## config.mk

```make
export PLATFORM = sky130hd
export DESIGN_NAME = mem_stage
export DESIGN_NICKNAME = d
export VERILOG_FILES = /design/src/rtl/mem_stage.sv
export SDC_FILE = /design/constraint.sdc
export NUM_CORES = 1
export LEC_CHECK = 0
export CORE_MARGIN = 2
export CORE_UTILIZATION = 30
export DETAILED_ROUTE_END_ITERATION = 12
export DONT_BUFFER_PORTS = 1
export HOLD_SLACK_MARGIN = 0.05
export PLACE_DENSITY_LB_ADDON = 0.08
export SLEW_MARGIN = 20
export SYNTH_ARGS = -nofsm -noshare
export SYNTH_HDL_FRONTEND = slang
export SYNTH_SLANG_ARGS = --single-unit
```

## constraint.sdc

```tcl
create_clock -name clk -period 5.3 [get_ports clk]
set_input_delay 0.795 -clock clk [delete_from_list [all_inputs] [get_ports clk]]
set_output_delay 0.795 -clock clk [all_outputs]
set_load 0.01 [all_outputs]
```

## src/rtl/mem_stage.sv

```systemverilog
// Memory-access stage: one-outstanding-request handshake to data memory,
// load lane extraction with sign/zero extension, store lane/strobe alignment.
module mem_stage #(
  parameter int BUS_WIDTH  = 64,
  parameter int STRB_WIDTH = BUS_WIDTH / 8
) (
  input  logic                  clk,
  input  logic                  rst,
  input  logic                  mem_read,
  input  logic                  mem_write,
  input  logic [2:0]            funct3,
  input  logic [BUS_WIDTH-1:0]  alu_fpu_result,
  input  logic [BUS_WIDTH-1:0]  store_data,
  input  logic                  dmem_ready,
  input  logic [BUS_WIDTH-1:0]  dmem_rdata,
  output logic                  dmem_req,
  output logic                  dmem_we,
  output logic [BUS_WIDTH-1:0]  dmem_addr,
  output logic [BUS_WIDTH-1:0]  dmem_wdata,
  output logic [STRB_WIDTH-1:0] dmem_wstrb,
  output logic                  mem_stall,
  output logic                  mem_fault,
  output logic [BUS_WIDTH-1:0]  mem_result
);

  typedef enum logic [1:0] {S_IDLE, S_REQ, S_DONE} state_t;

  state_t               r_state;
  logic [BUS_WIDTH-1:0] r_load_buf;

  logic                  w_access;
  logic                  w_store;
  logic                  w_load;
  logic [2:0]            w_a;
  logic [5:0]            w_shamt;
  logic                  w_misalign;
  logic                  w_fault;
  logic                  w_go;
  logic                  w_in_req;
  logic [BUS_WIDTH-1:0]  w_field;
  logic [BUS_WIDTH-1:0]  w_load_ext;
  logic [STRB_WIDTH-1:0] w_base_strb;

  assign w_access = mem_read | mem_write;
  assign w_store  = mem_write;
  assign w_load   = mem_read & ~mem_write;
  assign w_a      = alu_fpu_result[2:0];
  assign w_shamt  = {w_a, 3'b000};

  always_comb begin
    w_misalign = 1'b0;
    case (funct3[1:0])
      2'b01:   w_misalign = w_a[0];
      2'b10:   w_misalign = |w_a[1:0];
      2'b11:   w_misalign = |w_a;
      default: w_misalign = 1'b0;
    endcase
  end

  // Stores have no unsigned variants, so funct3[2] on a store is reserved.
  assign w_fault = w_access & (w_misalign | (funct3 == 3'b111) | (w_store & funct3[2]));
  assign w_go    = w_access & ~w_fault;

  always_ff @(posedge clk or posedge rst) begin
    if (rst) begin
      r_state    <= S_IDLE;
      r_load_buf <= '0;
    end else begin
      case (r_state)
        S_IDLE: if (w_go) r_state <= S_REQ;
        S_REQ: begin
          if (dmem_ready) begin
            r_load_buf <= dmem_rdata;
            r_state    <= S_DONE;
          end
        end
        S_DONE:  r_state <= S_IDLE;
        default: r_state <= S_IDLE;
      endcase
    end
  end

  assign w_field = r_load_buf >> w_shamt;

  always_comb begin
    w_load_ext = w_field;
    case (funct3)
      3'b000: w_load_ext = {{56{w_field[7]}},  w_field[7:0]};
      3'b001: w_load_ext = {{48{w_field[15]}}, w_field[15:0]};
      3'b010: w_load_ext = {{32{w_field[31]}}, w_field[31:0]};
      3'b100: w_load_ext = {56'd0, w_field[7:0]};
      3'b101: w_load_ext = {48'd0, w_field[15:0]};
      3'b110: w_load_ext = {32'd0, w_field[31:0]};
      default: w_load_ext = w_field;
    endcase
  end

  always_comb begin
    w_base_strb = '1;
    case (funct3[1:0])
      2'b00:   w_base_strb = 8'h01;
      2'b01:   w_base_strb = 8'h03;
      2'b10:   w_base_strb = 8'h0F;
      default: w_base_strb = 8'hFF;
    endcase
  end

  // Reset gating keeps the bus quiet in the very cycle rst rises.
  assign w_in_req   = (r_state == S_REQ) & ~rst;
  assign dmem_req   = w_in_req;
  assign dmem_we    = w_in_req & w_store;
  assign dmem_addr  = w_in_req ? {alu_fpu_result[BUS_WIDTH-1:3], 3'b000} : '0;
  assign dmem_wdata = w_in_req ? (store_data << w_shamt) : '0;
  assign dmem_wstrb = w_in_req ? (w_base_strb << w_a) : '0;

  assign mem_stall  = ~rst & (((r_state == S_IDLE) & w_go) | (r_state == S_REQ));
  assign mem_fault  = w_fault;

  always_comb begin
    mem_result = alu_fpu_result;
    if (w_fault)
      mem_result = '0;
    else if ((r_state == S_DONE) && w_load)
      mem_result = w_load_ext;
  end

endmodule

```

==> metrics.log <==
[metrics] final core utilization: between 30% and 40%
[metrics] Die Height: 166 µm
[metrics] top cells by count, synth: sky130_fd_sc_hd__nand2_1, sky130_fd_sc_hd__mux2i_1, sky130_fd_sc_hd__nor2_1, sky130_fd_sc_hd__o21ai_0, sky130_fd_sc_hd__and2_1
[metrics] Pwr per Cell Area: 321 nW/µm²
[metrics] cts hold-fix bufs: 0
[metrics] Crit. Startpoint: alu_fpu_result[2]
[metrics] Buf+Inv Stages, Crit Path: 1
[metrics] maximum fanout count along the critical path: 56
[metrics] WHS Endpoint: r_load_buf[5]$_DFFE_PP0P_
[metrics] routed length per instance: ~26 µm
[metrics] cell count of the worst reg-to-reg path: 4
[metrics] CTS H-tree depth: 3
[metrics] number of primary I/O pins: slightly above 400
[metrics] fill cell count: 2847
[metrics] max_slew headroom: 33.1%
[metrics] Hold Vio Cnt, Final: 0
[metrics] global-route congestion overflow total: 0
[metrics] via total after detailed routing: slightly below 8000
[metrics] most numerous cell in the Yosys netlist: sky130_fd_sc_hd__nand2_1
[metrics] clock tree buffer depth: 2
[metrics] post-route minimum period: between 4 and 5 ns
[metrics] quantity of I/O buffers inserted on ports: 0
[metrics] initial detailed-routing violation count: roughly 600
[metrics] post-synthesis cell count: ~1100
[metrics] wire length of the first global-routing pass: 51600 µm
[metrics] maximum number of pins on one net before global-route repair: between 150 and 200
[metrics] data arrival at the endpoint of the critical path: 3.30 ns
[metrics] result of the run: completed
[metrics] number of enable flip-flop cells after synthesis: 0
[metrics] final instance area: approximately 8300 µm²
[metrics] post-place instance area: 8060 µm²
[metrics] antenna violation net count after detailed routing: 0
[metrics] detailed-route wire length: around 36000 µm
[metrics] summed instance area of the synthesized netlist: 7900 µm²
[metrics] transition time of the tightest slew-check pin: approximately 1.0 ns
[metrics] portion of the clock cycle consumed by the worst path in the final layout: roughly 77%
[metrics] kind of end point of the critical path: primary output
[metrics] maximum cell stage delay along the critical path: roughly 0.73 ns
[metrics] synthesized area per cell: approximately 7.3 µm²
[metrics] fraction of synthesis flops using an asynchronous set or reset pin: 100%
[metrics] count of unique library cells instantiated by Yosys: between 50 and 60
[metrics] cell type contributing the most total cell area after synthesis: sky130_fd_sc_hd__dfrtp_1
[metrics] cells resized by post-CTS repair: 0
[metrics] count of standard-cell rows: between 50 and 60
[metrics] Worst-Skew Late Latency: between 0.3 and 0.4 ns
[metrics] 1st-pass router iterations: 5
[metrics] proportion of synthesized chip area in sequential cells: a little over a fifth
[metrics] top post-synthesis cells by area: sky130_fd_sc_hd__dfrtp_1, sky130_fd_sc_hd__nand2_1, sky130_fd_sc_hd__mux2i_1
[metrics] width of the die: approximately 170 µm
[metrics] Post-CTS Setup Repair Bufs: 0
[metrics] peak supply drop: between 0.00015 and 0.0002 V
[metrics] clock tree from TritonCTS: built
[metrics] total number of nets in the final design: approximately 1200
[metrics] DRC Markers: 0
[metrics] critical hold path startpoint: r_load_buf[5]$_DFFE_PP0P_
[metrics] number of instances on the worst hold path: 2
[metrics] category of the most critical setup path: in -> out
[metrics] Leakage Power: about 3.7 nW
[metrics] core area: roughly 26000 µm²
[metrics] overall die area: approximately 28000 µm²
[metrics] initial cell density of the core: between 30% and 40%
[metrics] max-capacitance violation count: 0
[metrics] total of flip-flops plus latches after synthesis: 66
[metrics] total CTS buffers: 9
[metrics] Worst-path clk slew: approximately 0.05 ns
[metrics] gp weighted congestion: roughly 0.88
[metrics] reg-to-reg startpoint: r_state[1]$_DFFE_PP0P_
[metrics] root buffer cell: sky130_fd_sc_hd__clkbuf_16
[metrics] total count of max-transition violations in the final report: 0
[metrics] class of the tightest hold or removal check: reg -> reg
[metrics] standard cell with the maximum stage delay on the critical path: sky130_fd_sc_hd__o311ai_4
[metrics] Top delay family on crit path: compound AO/OA/AOI/OAI gates
[metrics] number of antenna violations at the first check in global routing: 0
[metrics] number of warnings printed during yosys synthesis: 0
[metrics] half-perimeter wire length of the detailed placement result: ~28000 µm
[metrics] final setup TNS: 0 ns
[metrics] CTS sink count: 66
[metrics] antenna diode count: 0
[metrics] fraction of synthesized cell area taken by the top area cell type: 20.9%
[metrics] commonest register cell after synthesis: sky130_fd_sc_hd__dfrtp_1
[metrics] post-synthesis to final-layout area growth: 5.72%
[metrics] worst flop-to-flop path endpoint: r_load_buf[63]$_DFFE_PP0P_
[metrics] critical path required time: about 4.5 ns
[metrics] All-Layer GR Usage: approximately a quarter
[metrics] critical-path cell list: clkinv_1 -> and4_2 -> a221o_1 -> o311ai_4 -> o21ai_0
[metrics] vias in the first global route: roughly 7500
[metrics] internal reg-to-reg setup slack: approximately 3.4 ns
[metrics] final worst clock skew: about 0.0044 ns
[metrics] Critical Path Source Type: primary input
[metrics] RSZ-0062 raised after global routing: no
[metrics] number of vias per cell after detailed routing: 5.67
[metrics] ratio of cells with drive above 1 in the final layout: about 15%
[metrics] achievable clock frequency: around 0.24 GHz
[metrics] final-report setup violation count: 0
registers in the layout, indices dropped and copies added, names as in the netlist:
signal      cells
r_load_buf     64
r_state         2
cells in the final DEF, fill, tap and decap left out, types with 10 or more instances in the layout:
master                      synthesis  routed
sky130_fd_sc_hd__nor3_1            14      13
sky130_fd_sc_hd__o21ai_2           10      10
sky130_fd_sc_hd__dfrtp_1           66      66
sky130_fd_sc_hd__buf_4              7      37
sky130_fd_sc_hd__mux2i_1           91      91
sky130_fd_sc_hd__a21oi_2           11      11
sky130_fd_sc_hd__a211oi_1          17      17
sky130_fd_sc_hd__a21oi_1           45      45
sky130_fd_sc_hd__nor2_1            86      86
sky130_fd_sc_hd__o221ai_1          15      15
sky130_fd_sc_hd__mux4_2            14      14
sky130_fd_sc_hd__and2_1            71      71
sky130_fd_sc_hd__nand3_1           17      17
sky130_fd_sc_hd__a31oi_1           17      17
sky130_fd_sc_hd__mux2_2            42      42
sky130_fd_sc_hd__nor2b_1           21      21
sky130_fd_sc_hd__o21ai_0           77      77
sky130_fd_sc_hd__a2bb2oi_1         11      11
sky130_fd_sc_hd__nand2_1          273     273
cell type report:
type                       count  area (µm²)  area share, %
timing repair buffer          37         278           3.33
clock inverter                 2        10.0          0.120
sequential                    66        1650           19.8
multi-input combinational    901        5670           67.9
tap                          335         419           5.02
clock buffer                  14         274           3.28
inverter                      12        45.0          0.540
stage by stage:
| stage | total power [W] | hold WS (ns) | setup slack (ns) | cells |
|---|---|---|---|---|
| after floorplan | 0.00171 | 0.441 | 0.748 | 1086 |
| after global placement | 0.00210 | 0.469 | 1.26 | 1351 |
| after detailed placement | 0.00210 | 0.471 | 1.19 | 1351 |
| after CTS | 0.00268 | 0.485 | 1.19 | 1367 |
| after global routing | 0.00285 | 0.503 | 1.08 | 1367 |
| final | 0.00268 | 0.486 | 1.21 | 1367 |
worst max-delay path by stage:
stage	to	cells after the start
after floorplan	dmem_wdata[0]	7
after global placement	mem_result[63]	5
after detailed placement	mem_result[63]	5
after CTS	mem_result[63]	5
after global routing	mem_result[63]	5
final	mem_result[63]	5
worst register-to-register path: cells and delay by family (launching register included):
| family | cells | cell delay (ns) |
|---|---|---|
| buf+inv | 1 | 0.71 |
| simple gates | 3 | 0.67 |
| flops | 1 | 0.42 |
power by group:
group          leakage [nW]  internal, W  total [W]  switching, W
combinational          2.71     0.000452    0.00112      0.000666
clock                 0.143     0.000353   0.000568      0.000215
sequential            0.824     0.000694   0.000995      0.000301
total                  3.68      0.00150    0.00268       0.00118
metal layers:
layer / wire [µm] / global-route usage, %
met1: 16400 / 34.8
met3: 1860 / 3.57
met5: 0 / 0
met4: 709 / 5.62
met2: 16600 / 39.8
cell families (layout without fill, tap and decap cells):
| group | count (synthesis) | count (layout) | synth area share (%) |
|---|---|---|---|
| AO/OA/AOI/OAI | 249 | 249 | 21.2 |
| buffers and inverters | 119 | 65 | 7.62 |
| flip-flops | 66 | 66 | 20.9 |
| multiplexers | 149 | 149 | 21.9 |
| other | 1 | 3 | 0.0475 |
| AND/OR/NAND/NOR | 500 | 500 | 28.3 |
No activity file was read; power rests on OpenSTA's default activity.
